<file path="src/rtl/alu_seq.sv">
// alu_seq: execute-stage ALU with a start/done handshake. Logic ops, add/sub
// and compare finish in one cycle; multiply and non-zero shifts iterate one
// bit per clock while busy is raised.
module alu_seq #(
    parameter int WIDTH = 32
) (
    input  logic             clk,
    input  logic             reset,
    input  logic             start,
    input  logic [2:0]       sel,
    input  logic [WIDTH-1:0] a,
    input  logic [WIDTH-1:0] b,
    output logic [WIDTH-1:0] out,
    output logic             zero,
    output logic             busy,
    output logic             done
);

    localparam int SHW = $clog2(WIDTH);
    localparam logic [SHW:0] FULLCOUNT = (SHW+1)'(WIDTH);
    localparam logic [SHW:0] ONE       = (SHW+1)'(1);

    localparam logic [2:0] OP_AND = 3'b000;
    localparam logic [2:0] OP_OR  = 3'b001;
    localparam logic [2:0] OP_ADD = 3'b010;
    localparam logic [2:0] OP_MUL = 3'b011;
    localparam logic [2:0] OP_SLL = 3'b100;
    localparam logic [2:0] OP_SRL = 3'b101;
    localparam logic [2:0] OP_SUB = 3'b110;
    localparam logic [2:0] OP_SLT = 3'b111;

    typedef enum logic [1:0] {
        IDLE  = 2'd0,
        MUL   = 2'd1,
        SHIFT = 2'd2
    } state_t;

    state_t state;
    state_t nextstate;

    // count is one bit wider than the shift field so it can hold WIDTH itself
    logic [SHW:0]     count;
    logic [WIDTH-1:0] mcand;
    logic [WIDTH-1:0] mplier;
    logic [WIDTH-1:0] acc;
    logic [WIDTH-1:0] shval;
    logic             shleft;

    logic [SHW-1:0]   shamt;
    logic [WIDTH-1:0] quick;
    logic [WIDTH-1:0] mulsum;
    logic [WIDTH-1:0] shnext;
    logic             accept;
    logic             isshift;
    logic             lastcycle;

    assign shamt     = b[SHW-1:0];
    assign accept    = (state == IDLE) && start;
    assign isshift   = (sel == OP_SLL) || (sel == OP_SRL);
    assign lastcycle = (count == ONE);
    assign mulsum    = acc + (mplier[0] ? mcand : '0);
    assign shnext    = shleft ? (shval << 1) : (shval >> 1);
    assign busy      = (state != IDLE);

    // Single-cycle result straight from the live operands; a zero-length shift is a pass-through of a
    always_comb begin
        quick = '0;
        case (sel)
            OP_AND:  quick = a & b;
            OP_OR:   quick = a | b;
            OP_ADD:  quick = a + b;
            OP_SUB:  quick = a - b;
            OP_SLT:  quick[0] = ($signed(a) < $signed(b));
            default: quick = a;
        endcase
    end

    // State register
    always_ff @(posedge clk or posedge reset) begin
        if (reset) begin
            state <= IDLE;
        end else begin
            state <= nextstate;
        end
    end

    // Next-state: leave IDLE only for multiply or a non-zero shift, return on the final iteration
    always_comb begin
        nextstate = state;
        case (state)
            IDLE: begin
                if (start) begin
                    if (sel == OP_MUL) begin
                        nextstate = MUL;
                    end else if (isshift && (shamt != '0)) begin
                        nextstate = SHIFT;
                    end
                end
            end
            MUL, SHIFT: begin
                if (lastcycle) begin
                    nextstate = IDLE;
                end
            end
            default: nextstate = IDLE;
        endcase
    end

    // Datapath: latch operands on accept, iterate while busy, publish out/zero/done only on completion
    always_ff @(posedge clk or posedge reset) begin
        if (reset) begin
            out    <= '0;
            zero   <= 1'b0;
            done   <= 1'b0;
            count  <= '0;
            mcand  <= '0;
            mplier <= '0;
            acc    <= '0;
            shval  <= '0;
            shleft <= 1'b0;
        end else begin
            done <= 1'b0;
            case (state)
                IDLE: begin
                    if (accept) begin
                        if (sel == OP_MUL) begin
                            mcand  <= a;
                            mplier <= b;
                            acc    <= '0;
                            count  <= FULLCOUNT;
                        end else if (isshift && (shamt != '0)) begin
                            shval  <= a;
                            shleft <= (sel == OP_SLL);
                            count  <= {1'b0, shamt};
                        end else begin
                            out  <= quick;
                            zero <= (quick == '0);
                            done <= 1'b1;
                        end
                    end
                end
                MUL: begin
                    acc    <= mulsum;
                    mcand  <= mcand << 1;
                    mplier <= mplier >> 1;
                    count  <= count - ONE;
                    if (lastcycle) begin
                        out  <= mulsum;
                        zero <= (mulsum == '0);
                        done <= 1'b1;
                    end
                end
                SHIFT: begin
                    shval <= shnext;
                    count <= count - ONE;
                    if (lastcycle) begin
                        out  <= shnext;
                        zero <= (shnext == '0);
                        done <= 1'b1;
                    end
                end
                default: begin
                    count <= '0;
                end
            endcase
        end
    end

endmodule

</file>
<file path="config.mk">
export PLATFORM = sky130hd
export DESIGN_NAME = alu_seq
export DESIGN_NICKNAME = d
export VERILOG_FILES = /design/src/rtl/alu_seq.sv
export SDC_FILE = /design/constraint.sdc
export NUM_CORES = 1
export LEC_CHECK = 0
export ABC_AREA = 1
export CAP_MARGIN = 30
export CORE_MARGIN = 5
export CORE_UTILIZATION = 62
export DETAILED_ROUTE_END_ITERATION = 6
export PLACE_DENSITY = 0.86
export SLEW_MARGIN = 20
export SYNTH_ARGS = -nofsm -noshare
export SYNTH_HDL_FRONTEND = slang
export SYNTH_SLANG_ARGS = --single-unit
</file>
<file path="constraint.sdc">
create_clock -name clk -period 8 [get_ports clk]
set_clock_uncertainty 0.2 [all_clocks]
set_input_delay 1.6 -clock clk [delete_from_list [all_inputs] [get_ports clk]]
set_output_delay 1.6 -clock clk [all_outputs]
set_load 0.02 [all_outputs]
</file>
Word level (Yosys, flattened, before mapping)

Cells that the tools add are included.

Register bits after elaboration: 171
Input bits: 70

Eq/ne operators: 20
Order comparisons: 1
Reductions and logical operators: 20
Bitwise gates (word level): 3
Add/subtract/negate cells: 4
Mux-type cells: 43

Operators with widths:

| operator            | number |
|---|---|
| $mux 32             | 16 |
| $pmux 32 s2         | 4 |
| $pmux 31 s5         | 1 |
| $logic_not 32->1    | 3 |
| $pmux 32 s3         | 1 |
| $add 32x32->32      | 2 |
| $and 32x32->32      | 1 |
| $lt 32x32->1        | 1 |
| $or 32x32->32       | 1 |
| $sub 32x32->32      | 1 |
| $mux 6              | 3 |
| $eq 3x3->1 const B  | 4 |
| $ne 2x2->1 const B  | 6 |
| $pmux 6 s2          | 1 |
| $mux 1              | 9 |
| $mux 2              | 4 |
| $reduce_and 4->1    | 2 |
| $eq 3x2->1 const B  | 2 |
| $eq 6x1->1 const B  | 1 |
| $ne 2x1->1 const B  | 3 |
| $reduce_and 3->1    | 2 |
| $reduce_and 6->1    | 1 |
| $reduce_bool 2->1   | 3 |
| $sub 6x1->6 const B | 1 |
| other kinds (17)    | 18 |

Longest topological paths before layout

Depth in word-level cells: 7
Gate-level depth with buffers: 27
Mapped depth without buffers: 25

Least setup slack after synthesis

OpenSTA, ideal clock, no wires.

Kind: input -> register
Start: input a[0]
End: register zero
Setup time: 0.066 ns
Stages on the path: 24
Data arrival time: 3.607 ns
Required time: 7.734 ns
Path slack: 4.127 ns
Buffers on the path: 0
Path through: inv_1 ha_1 fa_1 inv_1 nand2_1 nand2_1 nand4_1 nand2_1 nand2_1 nand2_1 nand2_1 nand2_1 nand2_1 nand3_1 nand2_1 nand2_1 nand2_1 nor2_1 nand3_1 nor2_1 nand2_1 nand2_1 nand2_1 nand2_1

Cells in the longest elaborated chain, start to end: 7
Elaborated cells on any way between the ends: 12
Those cells by class: 2 x add/sub; 1 x order compare; 6 x mux; 2 x bitwise; 1 x reduce/logical

RTL lines:

| what                                             | RTL line | RTL |
|---|---|---|
| start, declared                                  | 11       | `input logic [WIDTH-1:0] a,` |
| $sub 32x32->32, or another cell as far along     | 72       | `OP_SUB: quick = a - b;` |
| $pmux 1 s5 / $pmux 31 s5 (equally long branches) | 68       | `case (sel)` |
| $logic_not 32->1 (*)                             | 137      | `zero <= (quick == '0);` |
| $mux 1 (*)                                       | 131      | `end else if (isshift && (shamt != '0)) begin` |
| $mux 1 (*)                                       | 126      | `if (sel == OP_MUL) begin` |
| $mux 1 (*)                                       | 125      | `if (accept) begin` |
| $pmux 1 s3 (*)                                   | 123      | `case (state)` |
| end signal, assigned                             | 137      |  |
| end signal, assigned                             | 149      | `zero <= (mulsum == '0);` |
| end signal, assigned                             | 158      | `zero <= (shnext == '0);` |
| end, declared                                    | 14       | `output logic zero,` |

Every way passes the cells marked *; elsewhere a longest branch is shown, timed or not. The select of a mux whose other input is x is not followed.
A chain may end at the register's enable or synchronous reset.

Worst setup path after layout

Start: input a[1]
End: register zero

Cells in the longest elaborated chain, start to end: 7
Elaborated cells on any way between the ends: 12
Those cells by class: 2 x add/sub; 1 x order compare; 6 x mux; 2 x bitwise; 1 x reduce/logical

RTL lines:

| what                                             | RTL line |
|---|---|
| $sub 32x32->32, or another cell as far along     | 72 |
| $pmux 31 s5 / $pmux 1 s5 (equally long branches) | 68 |
| $logic_not 32->1 (*)                             | 137 |
| $mux 1 (*)                                       | 131 |
| $mux 1 (*)                                       | 126 |
| $mux 1 (*)                                       | 125 |
| $pmux 1 s3 (*)                                   | 123 |

Marks and branches as above.

==> flow_summary.ini <==
[setup_path]
required_ps = 8180
crit_fanout = 5
critical_path_class = input pin to flop
path_common_cell = nand2_1
start_kind = input pin
crit_chain = clkdlybuf4s50_1, inv_1, fa_1, inv_1, nand2_1, nand2_1, nand4_1, nand2_1, nand2_1, nand2_1, nand2_1, nand2_1, nand2_1, nand3_1, nand2_1, nand2_1, nand2_1, nor2_1, nand3_1, nor2_1, nand2_1, nand2_1, nand2_1, nand2_1
cp-end-kind = flop
max_stage_delay_ps = 690
crit_slowest_cell = clkdlybuf4s50_1
critPathArrivalTime_ps = 5450

[route]
drt-total-wl_mm = 66.6
final_antenna_net_count = 0
drc = 11
avgViaCountPerCell = 6.17
dr.pass1.iters = 7
vias = 20200
wl_per_cell_um = 20.3
drtIter0Drc = 3035

[clock_network]
tritoncts = yes
root_buffer = clkbuf_16
cts_setup_buffers = 0
hold_buffers = 0
clk_latency_ps = 440
htree_levels = 4
clock_sinks = 171
cts_resized = 0
cts_buffer_depth = 2
cts_made_buffers = 17
clk_pin_slew_ps = 70

[power_and_ir_drop]
vdd_drop_max_mv = 0.255
power_density_mw_per_mm2 = 328
pwr-share-clk = 0.133
p_comb_frac = 0.618
p_leak_nw = 9.84
p_int_w = 0.00293
switching_share = 0.530
seq_power_share = 0.250
power_switching_w = 0.00330

[synthesis]
async_flop_share = 1.00
yosysWarningCount = 0
syn_inst = 2866
syn_area_mm2 = 0.0172
yosys_most_used_dff = dfrtp_1
yosysTopAreaCell = dfrtp_1
synth_cell_types = 41
synth_top_area_share = 0.249
seq_area_frac_synth = 0.249
ys_top_cells_by_area = dfrtp_1, nand2_1, ha_1
synth_area_per_cell_um2 = 6.00
syn-num-nets = 3082
synth_seq_cells = 171
synth_edf_count = 0

[sta]
finalCritPeriodShare = 0.659
setup_viol = 0
max-slew-margin-rel = 0.313
worst_slack_ps = 2730
rsz0062_at_grt = false
hold_viol = 0
max_freq_ghz = 0.190
tns_ps = 0
slew_viol_final = 0
worst_pin_slew_ps = 1030
period_needed_ps = 5270

[finish]
postLayoutCoreUtil = 0.689
nFillCells = 2444
layout.nets = 3104
area_growth_pct = 10.6
ff_latch_area_mm2 = 0.00428
multiInputGateArea_mm2 = 0.0110
fin_cells = 3280
layout-drive-gt1-share = 0.0283

[floorplanning]
fp.dieH_um = 177
initial_utilization = 0.623
num_io_pins = 105
die_area_mm2 = 0.0312
core_area_mm2 = 0.0276
rows = 61
die_w_um = 177

[global_routing]
grt_pass1_wl_mm = 103
antenna_found_initial = 2
grt_pass1_vias = 19000
grt_remaining_overflow = 0
grt.total_usage = 0.418
grt_start_max_net_pins = 102

[placement]
pre_cts_ws_ps = 2470
place_inst = 3245
io_buffers = 104
dp_hpwl_mm = 51.1
gp_congestion = 1.13

[job]
max_cap_viol_count = 0

[status]
status = complete, but fails checks
failed_checks = DRC

[hold_path]
min-delay-path-class = flop to flop
==> through the flow <==
stage	hold slack, ps	power (W)	instance area (um^2)
floorplan	252	0.00405	17200
global placement	267	0.00505	18300
detailed placement	268	0.00519	18400
CTS	285	0.00607	19000
global route	314	0.00662	19000
finish	293	0.00623	19000
==> cells in the final DEF (no fill, tap or decap), drive strengths merged, types with 41 or more instances in the layout <==
master / count
clkdlybuf4s50: 104
nand2: 928
nand4: 41
inv: 388
o21ai: 189
dfrtp: 171
ha: 143
nand3: 223
nor2: 315
a21oi: 129
a31oi: 90
==> cells by family (layout without fill, tap and decap cells) <==
logic type	after synthesis	in the layout	synth area share
buf+inv	502	537	0.113
compound gates	462	462	0.150
simple gates	1565	1565	0.371
other cells	0	1	0
flops	171	171	0.249
xor+xnor	20	20	0.0102
fa+ha+maj	146	146	0.107
==> worst paths after layout <==
path | start | to | slack [ps] | cells past startpoint
worst max-delay path | a[1] | zero$_DFFE_PP0P_ | 2730 | 24
worst min-delay path | out[2]$_DFFE_PP0P_ | out[2]$_DFFE_PP0P_ | 290 | 2
worst max register to register | state[1]$_DFFE_PP0P_ | mcand[6]$_DFFE_PP0P_ | 3320 | 12
worst min register to register | out[2]$_DFFE_PP0P_ | out[2]$_DFFE_PP0P_ | 290 | 2
max in group asynchronous | reset | shval[21]$_DFFE_PP0P_ | 5070 | 5
min in group asynchronous | reset | acc[1]$_DFFE_PP0P_ | 1270 | 2
==> critical path: cells and delay by family <==
kind          cells  cell delay [ps]
buf+inv           3             1170
simple gates     20             2160
fa+ha+maj         1              490
==> power groups by stage <==
| stage | combinational (W) | clock [W] | sequential (W) |
|---|---|---|---|
| 2_1_floorplan | 0.00252 | 0 | 0.00153 |
| 3_3_place_gp | 0.00351 | 0 | 0.00154 |
| 3_5_place_dp | 0.00365 | 0 | 0.00154 |
| 4_1_cts | 0.00372 | 0.000819 | 0.00154 |
| 5_1_grt | 0.00418 | 0.000853 | 0.00159 |
| 6_report | 0.00385 | 0.000826 | 0.00156 |
==> metal layers <==
layer  vias to the layer above  GRT usage  share of wire
met1                      9228      0.560           0.38
met5                         -          0        0.00020
met3                       262     0.0717           0.12
li1                       9258          -              -
met4                         2      0.219          0.061
met2                      1485      0.649           0.44
==> registers in the layout (all words and copies together), names as in the netlist <==
| register | flops |
|---|---|
| zero | 1 |
| count | 6 |
| done | 1 |
| mplier | 32 |
| shleft | 1 |
| shval | 32 |
| mcand | 32 |
| acc | 32 |
| state | 2 |
| out | 32 |
==> synth_stat cells (4+ instances only) <==
| library cell | n |
|---|---|
| a21oi_1 | 129 |
| o22ai_1 | 7 |
| nor4_1 | 7 |
| o21ai_0 | 186 |
| nand4_1 | 41 |
| o21bai_1 | 9 |
| dfrtp_1 | 171 |
| nand2_1 | 928 |
| nand3b_1 | 4 |
| ha_1 | 143 |
| or2_2 | 21 |
| clkbuf_1 | 74 |
| nor3_1 | 21 |
| and2_1 | 4 |
| a31oi_1 | 90 |
| inv_1 | 377 |
| nor2_1 | 314 |
| nand3_1 | 222 |
| xor2_1 | 10 |
| xnor2_1 | 10 |
| a22o_1 | 17 |
| a211oi_1 | 12 |
| buf_2 | 39 |
| inv_2 | 5 |
==> cell type report <==
type | instances | share of cell area
well taps | 378 | 0.0249
repair buffers | 121 | 0.0656
flip-flops and latches | 171 | 0.225
multi-input cells | 2193 | 0.579
clock inverters | 13 | 0.00697
clock buffers | 19 | 0.0228
inverters | 384 | 0.0761
diodes | 1 | 0.000132
(Power assumes the default switching activity.)
==> edit (same flow settings) <==
Set the parameter `WIDTH` to 16 (it was 32).
--- a/src/rtl/alu_seq.sv
+++ b/src/rtl/alu_seq.sv
@@ -4,3 +4,3 @@
 module alu_seq #(
-    parameter int WIDTH = 32
+    parameter int WIDTH = 16
 ) (
Interface: changed (resized a, b and out); port bits go from 105 to 57. No check against the original RTL was run, so the function may have changed too.
==> edit against the unedited design <==
- count of clock-buffer cells in the layout shrank 10
- sequential cell count decreased by 81
- clock power shrank 48%
- register-to-register slack improved by 1.4 ns
- total power down 51%
- design area shrank 51%
- wire length decreased by 59%
- sequential share of layout area up 1.4 points
- worst setup slack improved by 0.78 ns
- die area decreased by 48%
- area after synthesis fell by 50%
==> edit: results <==
group,metric,value,unit
status,outcome,"complete, no violations",
critical_path,critical_path.startpoint,"a[2]",
grt,antenna_found_initial,0,
critical_path,r2r-start,"state[0]$_DFFE_PP0P_",
final_layout,drive_above_1_share,3.89,%
synthesis,synth-seq-area-share,26.4,%
synthesis,synth_xor_area_share,0.822,%
routing,drt_first_pass_iters,6,
critical_path,slowest_delay,0.62,ns
routing,route.met3.wl,2.68,mm
place,place_area,0.00910,sq mm
power_and_ir_drop,internal_power,1.48,mW
timing,tightest_slew,0.855,ns
place,io_buffers,56,
grt,grt_max_degree,77,
cts,numCtsBuffers,9,
power_and_ir_drop,vdd_ir_drop_max,0.169,mV
final_layout,final-instance-count-excl-fill,1563,
power_and_ir_drop,p_leak,5.00,nW
critical_path,r2r_end,"out[1]$_DFFE_PP0P_",
synthesis,async_reset_ff_share,100,%
routing,via_per_inst,5.88,
synthesis,synth_commonest_cells,"nand2_1, inv_1, nor2_1",
synthesis,synth_area_leaders,"dfrtp_1, nand2_1, ha_1",
critical_path,reg2reg_setup_slack,4.72,ns
critical_path,cp.arrival,4.59,ns
synthesis,synth_mux_area_share,0.117,%
critical_path,ff2ff_path_depth,9,
routing,drtIter0Drc,1188,
routing,wl_met1,11.7,mm
worst_hold_path,worstHoldPathType,"reg -> reg",
grt,grt_pass1_vias,8276,
place,dp_hpwl,21.1,mm
synthesis,avgSynthCellArea,6.26,sq um
grt,grtUsageTotal,33.6,%
final_layout,regArea,0.00225,sq mm
routing,wl_per_cell,17.4,um
final_layout,fillCellCount,1190,
final_layout,layout.nets,1498,
critical_path,path_max_fanout,11,
synthesis,ys_types,43,
synthesis,synth_adder_area_share,11.7,%
cts,insertion_delay,0.36,ns
routing,top_layer,"met4",
place,gp_congestion,1.01,
synthesis,synth_compound_area_share,13.8,%
cts,htreeDepth,3,
place,place_ws,3.27,ns
routing,wl_met2,12.1,mm
grt,grt_pass1_wl,43.4,mm
timing,fin_crit,4.49,ns
final_layout,diodes,0,
## edit: cell count changes after synthesis, sizes merged, moves of 45 or more
cell / unedited run / this run
dfrtp: 171 / 90
a21oi: 129 / 50
clkbuf: 75 / 23
nor2: 315 / 129
a31oi: 90 / 45
o21ai: 189 / 85
nand2: 928 / 445
nand3: 223 / 116
inv: 382 / 192
ha: 143 / 75
## edit: metal layers
layer / track usage (%) / vias to the layer above
met5: 0 / -
met4: 10.1 / 0
met3: 5.84 / 56
met2: 52.6 / 489
met1: 47.9 / 4245
li1: - / 4397
## edit: final cells by class
class | count | share of cell area, %
clock buffers | 9 | 2.39
clock inverters | 7 | 0.771
inverters | 194 | 7.80
multi-input cells | 1026 | 56.3
flip-flops and latches | 90 | 23.9
well taps | 176 | 2.34
repair buffers | 61 | 6.49
## edit: power by group through the flow
stage	Clock (mW)	Combinational [mW]	Sequential, mW
2_1_floorplan	0	1.29	0.805
3_3_place_gp	0	1.72	0.818
3_5_place_dp	0	1.75	0.826
4_1_cts	0.430	1.77	0.819
5_1_grt	0.452	2.00	0.852
6_report	0.431	1.81	0.826
## edit: worst min-delay path by stage
stage	from	endpoint	slack, ns	depth (start not counted)
2_1_floorplan	mplier[15]$_DFFE_PP0P_	mplier[15]$_DFFE_PP0P_	0.25	2
3_3_place_gp	out[3]$_DFFE_PP0P_	out[3]$_DFFE_PP0P_	0.25	2
5_1_grt	mplier[15]$_DFFE_PP0P_	mplier[15]$_DFFE_PP0P_	0.32	2
6_report	out[3]$_DFFE_PP0P_	out[3]$_DFFE_PP0P_	0.29	2
3_5_place_dp	out[5]$_DFFE_PP0P_	out[5]$_DFFE_PP0P_	0.27	2
4_1_cts	out[3]$_DFFE_PP0P_	out[3]$_DFFE_PP0P_	0.29	2
